<file path="src/rtl/two_phase_rx.sv">
// two_phase_rx: two-phase bundled-data receiver feeding a show-ahead valid/ready FIFO
module two_phase_rx #(
    parameter int BW_DATA     = 32,
    parameter int SYNC_STAGES = 2,
    parameter int FIFO_DEPTH  = 4
) (
    input  logic                          i_clk,
    input  logic                          i_rst,
    input  logic                          i_reqL,
    input  logic [BW_DATA-1:0]            i_dataL,
    output logic                          o_ackL,
    output logic                          o_valid,
    input  logic                          i_ready,
    output logic [BW_DATA-1:0]            o_data,
    output logic [$clog2(FIFO_DEPTH):0]   o_count,
    output logic                          o_stall
);
    localparam int AW = $clog2(FIFO_DEPTH);
    localparam logic [AW:0] PTR_ONE = 1;
    localparam logic [AW:0] DEPTH = FIFO_DEPTH;

    typedef enum logic [1:0] {IDLE, STALL, WRITE} state_t;

    state_t state, nextState;
    logic [SYNC_STAGES-1:0] syncQ;
    logic [AW:0] wPtr, rPtr;
    logic [BW_DATA-1:0] mem [FIFO_DEPTH];
    logic reqS, pending, full, push, pop;

    assign reqS    = syncQ[SYNC_STAGES-1];
    assign pending = reqS != o_ackL;
    assign o_count = wPtr - rPtr;
    assign full    = o_count == DEPTH;
    assign o_valid = o_count != '0;
    assign pop     = o_valid & i_ready;
    assign o_data  = o_valid ? mem[rPtr[AW-1:0]] : '0;

    // request synchroniser: only the last stage is ever looked at
    always_ff @(posedge i_clk) begin
        if (i_rst) syncQ <= '0;
        else       syncQ <= {syncQ[SYNC_STAGES-2:0], i_reqL};
    end

    // handshake state register
    always_ff @(posedge i_clk) begin
        if (i_rst) state <= IDLE;
        else       state <= nextState;
    end

    // capture a word only when there is room; stall otherwise
    always_comb begin
        nextState = state;
        push      = 1'b0;
        o_stall   = 1'b0;
        case (state)
            IDLE:    if (pending) nextState = full ? STALL : WRITE;
            STALL: begin
                o_stall = 1'b1;
                if (!full) nextState = WRITE;
            end
            WRITE: begin
                push      = 1'b1;
                nextState = IDLE;
            end
            default: nextState = IDLE;
        endcase
    end

    // pointers carry a wrap bit so occupancy is their difference; ack toggles per push
    always_ff @(posedge i_clk) begin
        if (i_rst) begin
            wPtr   <= '0;
            rPtr   <= '0;
            o_ackL <= 1'b0;
        end else begin
            if (push) wPtr <= wPtr + PTR_ONE;
            if (pop)  rPtr <= rPtr + PTR_ONE;
            if (push) o_ackL <= ~o_ackL;
        end
    end

    // storage needs no reset: o_valid masks stale entries
    always_ff @(posedge i_clk) begin
        if (push) mem[wPtr[AW-1:0]] <= i_dataL;
    end
endmodule

</file>
<file path="config.mk">
export PLATFORM = sky130hd
export DESIGN_NAME = two_phase_rx
export DESIGN_NICKNAME = d
export VERILOG_FILES = /design/src/rtl/two_phase_rx.sv
export SDC_FILE = /design/constraint.sdc
export NUM_CORES = 1
export LEC_CHECK = 0
export ABC_CLOCK_PERIOD_IN_PS = 2550
export CELL_PAD_IN_SITES_DETAIL_PLACEMENT = 0
export CELL_PAD_IN_SITES_GLOBAL_PLACEMENT = 1
export CORE_MARGIN = 2
export CORE_UTILIZATION = 40
export DETAILED_ROUTE_END_ITERATION = 10
export PLACE_DENSITY_LB_ADDON = 0.1
export SKIP_CTS_REPAIR_TIMING = 1
export SYNTH_ARGS = -nofsm -noshare
export SYNTH_HDL_FRONTEND = slang
export SYNTH_SLANG_ARGS = --single-unit
</file>
<file path="constraint.sdc">
create_clock -name i_clk -period 2.55 [get_ports i_clk]
set_input_delay 0.255 -clock i_clk [delete_from_list [all_inputs] [get_ports i_clk]]
set_output_delay 0.255 -clock i_clk [all_outputs]
set_load 0.02 [all_outputs]
</file>
# ---- Yosys cells after proc, flatten, opt, wreduce, memory -nomap -nowiden
# Memory sizes are Yosys's and may differ from the RTL's. A register that Yosys moved wholly into a read port is not among the register bits.
# Index checks and enable logic that the tools add are counted.
dict set report totals {
  reg_bits 11
  mem_bits_rw 128
  input_bits 36
  word_cells 31
  mem_count 1
}
# name words width read_ports rd_ports_with_merged_regs write_ports line
set mem_list {}
lappend mem_list {mem 4 32 1 1 1 27} ;# logic [BW_DATA-1:0] mem [FIFO_DEPTH];
dict set report op_classes {
  add_sub_neg 3
  eq_ne 6
  muxes 11
  bitwise 2
  n_reduce_logical 3
}
# cell count
set ops {}
lappend ops {{$mux W32} 1}
lappend ops {{$mux W2} 5}
lappend ops {{$add A3 B1 Y3 const B} 2}
lappend ops {{$mux W1} 4}
lappend ops {{$ne A2 B2 Y1 const B} 2}
lappend ops {{$pmux W2 S2} 1}
lappend ops {{$eq A3 B3 Y1 const B} 1}
lappend ops {{$reduce_bool A3 Y1} 1}
lappend ops {{$sub A3 B3 Y3} 1}
lappend ops {{$eq A2 B1 Y1 const B} 1}
lappend ops {{$eq A2 B2 Y1 const B} 1}
lappend ops {{$logic_not A2 Y1} 1}
lappend ops {{$reduce_and A2 Y1} 1}
lappend ops {{$and A1 B1 Y1} 1}
lappend ops {{$ne A1 B1 Y1} 1}
lappend ops {{$not A1 Y1} 1}

# ---- Logic depth before layout (Yosys ltp)
# Gate-level depths: netlist (run 1).
dict set report logic_depth {
  ltp_word 5
  mapped_depth 7
}

# ---- Worst setup path after synthesis (run 1)
# OpenSTA, ideal clock, no wires.
dict set report synth_path {
  path_kind {flip-flop to output port}
  start {reg wPtr[0]}
  end {out o_data[13]}
  arrival_time_ps 1929
  path_slack_ps 366
  path_stages_with_launch 8
  path_buffers 1
  path_cell_list {dfxtp_1 inv_1 ha_1 fa_1 and2_1 and2_4 buf_6 nor2b_1}
}
dict set report synth_via {
  elab_chain_cells 3
}
# element line
set synth_rtl {}
lappend synth_rtl {{start, declared} 26} ;# logic [AW:0] wPtr, rPtr;
lappend synth_rtl {{start signal, assigned} 76} ;# if (push) wPtr <= wPtr + PTR_ONE;
lappend synth_rtl {{$sub A3 B3 Y3} 32} ;# assign o_count = wPtr - rPtr;
lappend synth_rtl {{$reduce_bool A3 Y1} 34} ;# assign o_valid = o_count != '0;
lappend synth_rtl {{$mux W32} 36} ;# assign o_data = o_valid ? mem[rPtr[AW-1:0]] : '0;
lappend synth_rtl {{end, declared} 14} ;# output logic [BW_DATA-1:0] o_data,
# Every way passes these cells.

# ---- Worst setup path in the final report (run 1)
dict set report layout_path {
  start {reg wPtr[0]}
  end {out o_data[23]}
}
# The elaborated chain is that of the path after synthesis.

==> results of run 1 <==
[placed cells by master (no fill, tap or decap), drive strengths merged, types with 3 or more instances in the layout]
cell type,instances
clkbuf,36
and2,5
nor2b,38
mux2,3
ha,6
edfxtp,128
dlymetal6s2s,5
buf,41
mux4,32
inv,7
bufinv,4
nor2,7
clkdlybuf4s50,39
clkinvlp,4
clkinv,5
dfxtp,13
[flip-flops by register name, summed over array words and instances (netlist names), named ones only]
name / flops
state: 2
rPtr: 3
o_ackL: 1
wPtr: 3
syncQ: 2
mem: 128
[synthesized netlist by cell type]
master	number	area share
mux2i_1	2	0.0036
dfxtp_1	13	0.047
mux2_2	3	0.0061
inv_1	7	0.0048
nor2b_2	2	0.0032
fa_1	1	0.0036
clkbuf_1	4	0.0027
buf_6	6	0.012
mux4_2	32	0.13
xnor3_2	1	0.0043
o21ai_0	1	0.00091
nor2_1	7	0.0048
nand2b_1	2	0.0023
a21boi_4	1	0.0034
a21oi_1	2	0.0018
ha_1	6	0.014
nand3b_1	1	0.0014
and2_4	1	0.0016
nor2b_1	36	0.041
edfxtp_1	128	0.70
xor2_1	2	0.0032
buf_2	2	0.0018
and2_1	4	0.0045
nand2_1	1	0.00068
xnor2_1	2	0.0032
nor4_1	1	0.0011
[power groups by stage]
| stage | Combinational (mW) | Clock (mW) | Sequential (mW) |
|---|---|---|---|
| floorplan | 1.56 | 0 | 2.73 |
| global placement | 2.76 | 0 | 2.74 |
| detailed placement | 2.77 | 0 | 2.75 |
| CTS | 2.78 | 2.57 | 2.70 |
| global route | 3.12 | 2.68 | 2.71 |
| finish | 2.92 | 2.52 | 2.70 |
[final timing paths]
kind | start | endpoint | slack [ns] | depth (start not counted)
max | wPtr[0]$_SDFFE_PP0P_ | o_data[23] | -0.05 | 8
min | i_reqL | syncQ[0]$_SDFF_PP0_ | 0.39 | 2
max reg2reg | wPtr[0]$_SDFFE_PP0P_ | rPtr[0]$_SDFFE_PP0P_ | 0.45 | 8
min reg2reg | syncQ[0]$_SDFF_PP0_ | syncQ[1]$_SDFF_PP0_ | 0.44 | 1
[through the flow]
stage | utilization | TNS [ns] | hold WS (ns) | std cells
floorplan | - | 0 | 0.354 | 268
global placement | 0.494 | -0.0258 | 0.419 | 526
detailed placement | 0.494 | -0.193 | 0.429 | 526
CTS | 0.539 | -15.49 | 0.371 | 558
global route | 0.545 | -2.58 | 0.394 | 566
finish | 0.545 | -0.296 | 0.394 | 566
[cells by family (layout without fill, tap and decap cells)]
kind of cell,count (synthesis),count (layout)
DFF,141,141
and+or+nand+nor,55,55
muxes,37,37
buffers and inverters,19,141
adders and majority gates,7,7
xor gates and xnor gates,5,5
AOI/OAI and AO/OA,4,4
[routing by layer]
metal	GRT usage	part of all wire	vias up
met5	0	0	-
met4	0.0668	0.016	0
met3	0.0470	0.053	14
met2	0.234	0.49	75
met1	0.193	0.44	1416
li1	-	-	1262
[cell type report]
| type | count | area, µm² | share of cell area |
|---|---|---|---|
| Multi-Input combinational cell | 108 | 1360 | 0.187 |
| Inverter | 7 | 26.3 | 0.00361 |
| Clock buffer | 19 | 433 | 0.0595 |
| Clock inverter | 13 | 173 | 0.0237 |
| Sequential cell | 141 | 4110 | 0.565 |
| Tap cell | 176 | 220 | 0.0303 |
| Timing Repair Buffer | 102 | 955 | 0.131 |
==> results by group, run 1 <==
Clock network
  • # H-tree levels: 4
  • Sink Count: 141
  • Worst-path clk slew: 0.06 ns
  • Root buf cell: clkbuf_16
  • TritonCTS Buffers: 17
  • CTS tree: built
  • Clock Latency Late Sink: 0.41 ns
  • Worst-case clock buffer depth: 2

Run status
  • Run status: finished with violations
  • Failing checks: negative setup slack

Synth
  • Mapped Cells: 268
  • Post-Synth XOR/XNOR Area: 0.0107
  • Post-Synth Adder-Cell Area: 0.0172
  • Largest family of logic cells by synthesized area: multiplexers
  • Yosys cell types: 26
  • Post-synthesis simple-gate area fraction: 0.0603
  • YS warnings: 0
  • Complex-gate fraction of the synthesized area: 0.00612
  • Post-synthesis cell area: 0.00552 mm²
  • Mux share of post-synthesis cell area: 0.140
  • Register area share after synthesis: 0.744
  • Syn avg cell area: 20.6 µm²
  • Synth Net Count: 311
  • #FFs+latches synth: 141

Setup path
  • CP Class: register to output port
  • Startpoint Class: register
  • Worst Path Buf+Inv: 3
  • CP peak stage delay: 0.58 ns
  • Crit path cell chain: inv_2, ha_4, fa_2, and2_4, and2_4, buf_6, nor2b_1, dlymetal6s2s_1
  • CP max FO: 8
  • CP most frequent cell: and2_4
  • Crit path max-delay family: adder cells
  • Crit-path slowest cell: fa_2
  • Critical path endpoint category: output port
  • Worst Path Required: 2.30 ns
  • Crit path arrival time: 2.35 ns

Routing
  • Post-Route WL: 10.3 mm
  • Post-detailed-route count of antenna-violating nets: 0
  • DRT Pass-1 Iters: 6
  • Routed wire per std cell: 18.1 µm
  • Via count: 2767
  • Initial DRC count: 173
  • Via density: 4.89
  • # DRC: 0

Die
  • Starting Density: 0.413
  • Die area: 0.0148 mm²
  • Core Region: 0.0133 mm²
  • Die Y: 121 µm
  • Die W: 121 µm
  • Rows: 42
  • I/O pin total: 74

Cells and area
  • Synthesis-to-finish area growth: 31.9%
  • Final instance area: 0.00728 mm²
  • Layout cells sized above 1: 0.367
  • ANT cells: 0
  • Nets@finish: 420
  • Fill cell count: 1088

Timing
  • Slew margin rel.: 0.665
  • Hold Fails Final Rpt: 0
  • RSZ-0062 raised after global routing: yes
  • Final worst slack: -0.0521 ns
  • Worst Max-Slew Pin Slew: 0.501 ns
  • Min Tclk post-route: 2.60 ns
  • Period utilization: 1.02
  • Setup violators final: 8
  • Worst Skew: 0.00455 ns
  • Slew Limit Fails: 0
  • Peak Freq: 384 MHz

Power
  • Logic pwr share: 0.359
  • NetSw: 2.42 mW
  • Total internal power: 5.72 mW
  • P_leak: 2.58 nW
  • Sw Share: 0.297
  • Clock share of power: 0.310
  • Pwr dens: 1120 mW/mm²
  • Sequential Power Share: 0.332
  • Worst VDD drop: 0.480 mV
  • Tot Pwr: 8.14 mW

Placed design
  • Dpl ws: -0.0479 ns
  • Post-DP Area: 0.00659 mm²
  • Port bufs: 73
  • Dpl hpwl: 6.32 mm
  • Routability cong.: 0.729

Flow run
  • Max Cap Viol: 0

Min path
  • Min-Delay Path Class: input port to register

Global route
  • Tot GR Track Use: 0.150
  • Largest net degree at the start of global routing: 23
  • First-pass GRT wire length: 15.7 mm
  • Initial antenna violation count: 0
  • Vias in the first global route: 2838
  • Remaining Overflow, GRT: 0
Power figures use the tool's default switching activity.
==> run 2, diff against run 1 <==
Settings changed: CORE_UTILIZATION 40 to 45, SLEW_MARGIN from default to 5.
==> run 2 against run 1 <==
The flow still finishes with violations (negative setup slack). Clock power shrank 15%. Global-route usage rose by 1.3 points. Wire length shrank 4.0%. Fmax is 0.57% higher. Core utilization rose by 4.7 points. Via count fell by 1.7%. Cell area is 2.3% lower. Critical path depth is 1 lower. Sequential share of layout area grew 1.3 points. Clock-buffer cell count is 1 lower. Non-clock buffer count is 8 lower. Largest cell class unchanged. Highest routed layer unchanged.
==> results by group, run 2 (same netlist as run 1, synthesis figures left out) <==
Setup path
  • Crit path max-delay family: adder cells
  • Crit path cell chain: ha_4, fa_2, and2_4, and2_4, buf_8, nor2b_1, dlymetal6s2s_1
  • Crit-path slowest cell: fa_2
  • Worst Path Required: 2.30 ns (about the same)
  • CP max FO: 7 (-1)
  • Worst Path Buf+Inv: 2 (-1)
  • CP peak stage delay: 0.58 ns (about the same)
  • CP Class: register to output port
  • Critical path endpoint category: output port
  • Startpoint Class: register
  • Crit path arrival time: 2.33 ns (-0.02 ns)
  • CP most frequent cell: and2_4

Timing
  • Peak Freq: 387 MHz (+0.57%)
  • Period utilization: 1.01 (-0.00582)
  • Final worst slack: -0.0373 ns (+0.0149 ns)
  • RSZ-0062 raised after global routing: yes
  • Hold slack: 0.397 ns (+0.00329 ns)
  • Worst Max-Slew Pin Slew: 0.461 ns (-0.0400 ns)
  • Hold Fails Final Rpt: 0 (unchanged)
  • Setup violators final: 4 (-4)
  • Slew Limit Fails: 0 (unchanged)
  • Slew margin rel.: 0.692 (+0.0267)
  • Setup TNS: -0.136 ns (+0.160 ns)
  • Min Tclk post-route: 2.59 ns (-0.0149 ns)
  • Worst Skew: 0.00631 ns (+0.00176 ns)

Clock network
  • TritonCTS Buffers: 17 (unchanged)
  • CTS tree: built
  • Sink Count: 141 (unchanged)
  • Clock Latency Late Sink: 0.41 ns (about the same)
  • Worst-path clk slew: 0.05 ns (about the same)
  • Worst-case clock buffer depth: 2 (unchanged)
  • Root buf cell: clkbuf_16
  • # H-tree levels: 4 (unchanged)

Cells and area
  • ANT cells: 0 (unchanged)
  • Nets@finish: 412 (-1.9%)
  • Most common cell after layout, fill and taps aside: edfxtp_1
  • Max reg flops: 128 (unchanged)
  • Commonest non-fill, non-tap cells in the layout: edfxtp_1 (128), clkdlybuf4s50_1 (38), mux4_2 (32)
  • Multi-input logic area: 0.00135 mm² (-0.92%)
  • Final core occ: 0.592 (+0.0470)
  • Synthesis-to-finish area growth: 28.9%
  • FF+latch area: 0.00411 mm² (unchanged)
  • Finished Layout Cells: 528 (-6.7%)
  • Fill cell count: 927 (-15%)
  • Final instance area: 0.00711 mm² (-2.3%)
  • Layout cells sized above 1: 0.336 (-0.0307)

Global route
  • Vias in the first global route: 2852 (+0.49%)
  • Initial antenna violation count: 0 (unchanged)
  • Largest net degree at the start of global routing: 27 (+17%)
  • Remaining Overflow, GRT: 0 (unchanged)
  • Tot GR Track Use: 0.163 (+0.0132)
  • First-pass GRT wire length: 15.3 mm (-2.5%)

Die
  • Core Region: 0.0120 mm² (-10%)
  • Rows: 40 (-4.8%)
  • I/O pin total: 74 (unchanged)
  • Die W: 115 µm (-5.5%)
  • Starting Density: 0.459 (+0.0460)
  • Die Y: 115 µm (-5.5%)
  • Die area: 0.0132 mm² (-11%)

Routing
  • DR top layer: met4
  • Routed wire per std cell: 18.6 µm (+2.9%)
  • Metal2 WL: 4.97 mm (-1.9%)
  • DRT Pass-1 Iters: 4 (-2)
  • Post-detailed-route count of antenna-violating nets: 0 (unchanged)
  • Post-Route WL: 9.85 mm (-4.0%)
  • Initial DRC count: 195 (+13%)
  • # DRC: 0 (unchanged)
  • Via density: 5.15 (+5.4%)
  • Post-Route M1 WL: 4.28 mm (-4.5%)
  • Wire length on met3: 395 µm (-27%)
  • Via count: 2720 (-1.7%)

Flow run
  • Max Cap Viol: 0 (unchanged)

Power
  • Worst VDD drop: 0.691 mV (+44%)
  • P_leak: 2.52 nW (-2.0%)
  • Tot Pwr: 7.64 mW (-6.2%)
  • Pwr dens: 1070 mW/mm² (-4.0%)

Run status
  • Run status: finished with violations
  • Failing checks: negative setup slack

Min path
  • Min-Delay Path Class: input port to register

Placed design
  • Routability cong.: 0.737 (+1.1%)
  • Post-DP Area: 0.00658 mm² (-0.21%)
  • Placed insts: 495 (-5.9%)
  • Dpl ws: -0.0443 ns (+0.00358 ns)
  • Port bufs: 73 (unchanged)
  • Dpl hpwl: 6.12 mm (-3.2%)
[run 2: report_power, final]
part | leakage, nW | switching [mW] | total, mW | internal (mW)
Sequential | 1.26 | 0.0485 | 2.69 | 2.64
Combinational | 1.01 | 1.43 | 2.82 | 1.38
Clock | 0.249 | 0.831 | 2.13 | 1.30
Total | 2.52 | 2.31 | 7.64 | 5.32
[run 2: area by class of cell]
cell class                      count  area share
Multi-Input combinational cell    108       0.190
Timing Repair Buffer               94       0.131
Clock buffer                       18      0.0603
Sequential cell                   141       0.578
Inverter                            7     0.00369
Tap cell                          147      0.0259
Clock inverter                     13      0.0116
[run 2: worst paths after layout]
kind	start	to	slack (ns)	cells past startpoint
worst max-delay path	rPtr[0]$_SDFFE_PP0P_	o_data[8]	-0.04	7
worst min-delay path	i_reqL	syncQ[0]$_SDFF_PP0_	0.40	2
worst max register to register	rPtr[0]$_SDFFE_PP0P_	register	0.46	7
worst min register to register	syncQ[0]$_SDFF_PP0_	syncQ[1]$_SDFF_PP0_	0.44	1
[run 2: metal layers]
layer / up-vias / global-route usage
met4: 0 / 0.0771
met3: 14 / 0.0459
met1: 1395 / 0.205
li1: 1252 / -
met2: 59 / 0.265
met5: - / 0
[run 2: worst reg2reg max path: cells and delay by family, from the launching register on]
family | cells | cell delay, ns
compound gates | 1 | 0.18
buf+inv | 2 | 0.26
mux | 1 | 0.35
flops | 1 | 0.42
fa+ha+maj | 2 | 0.60
simple gates | 1 | 0.16
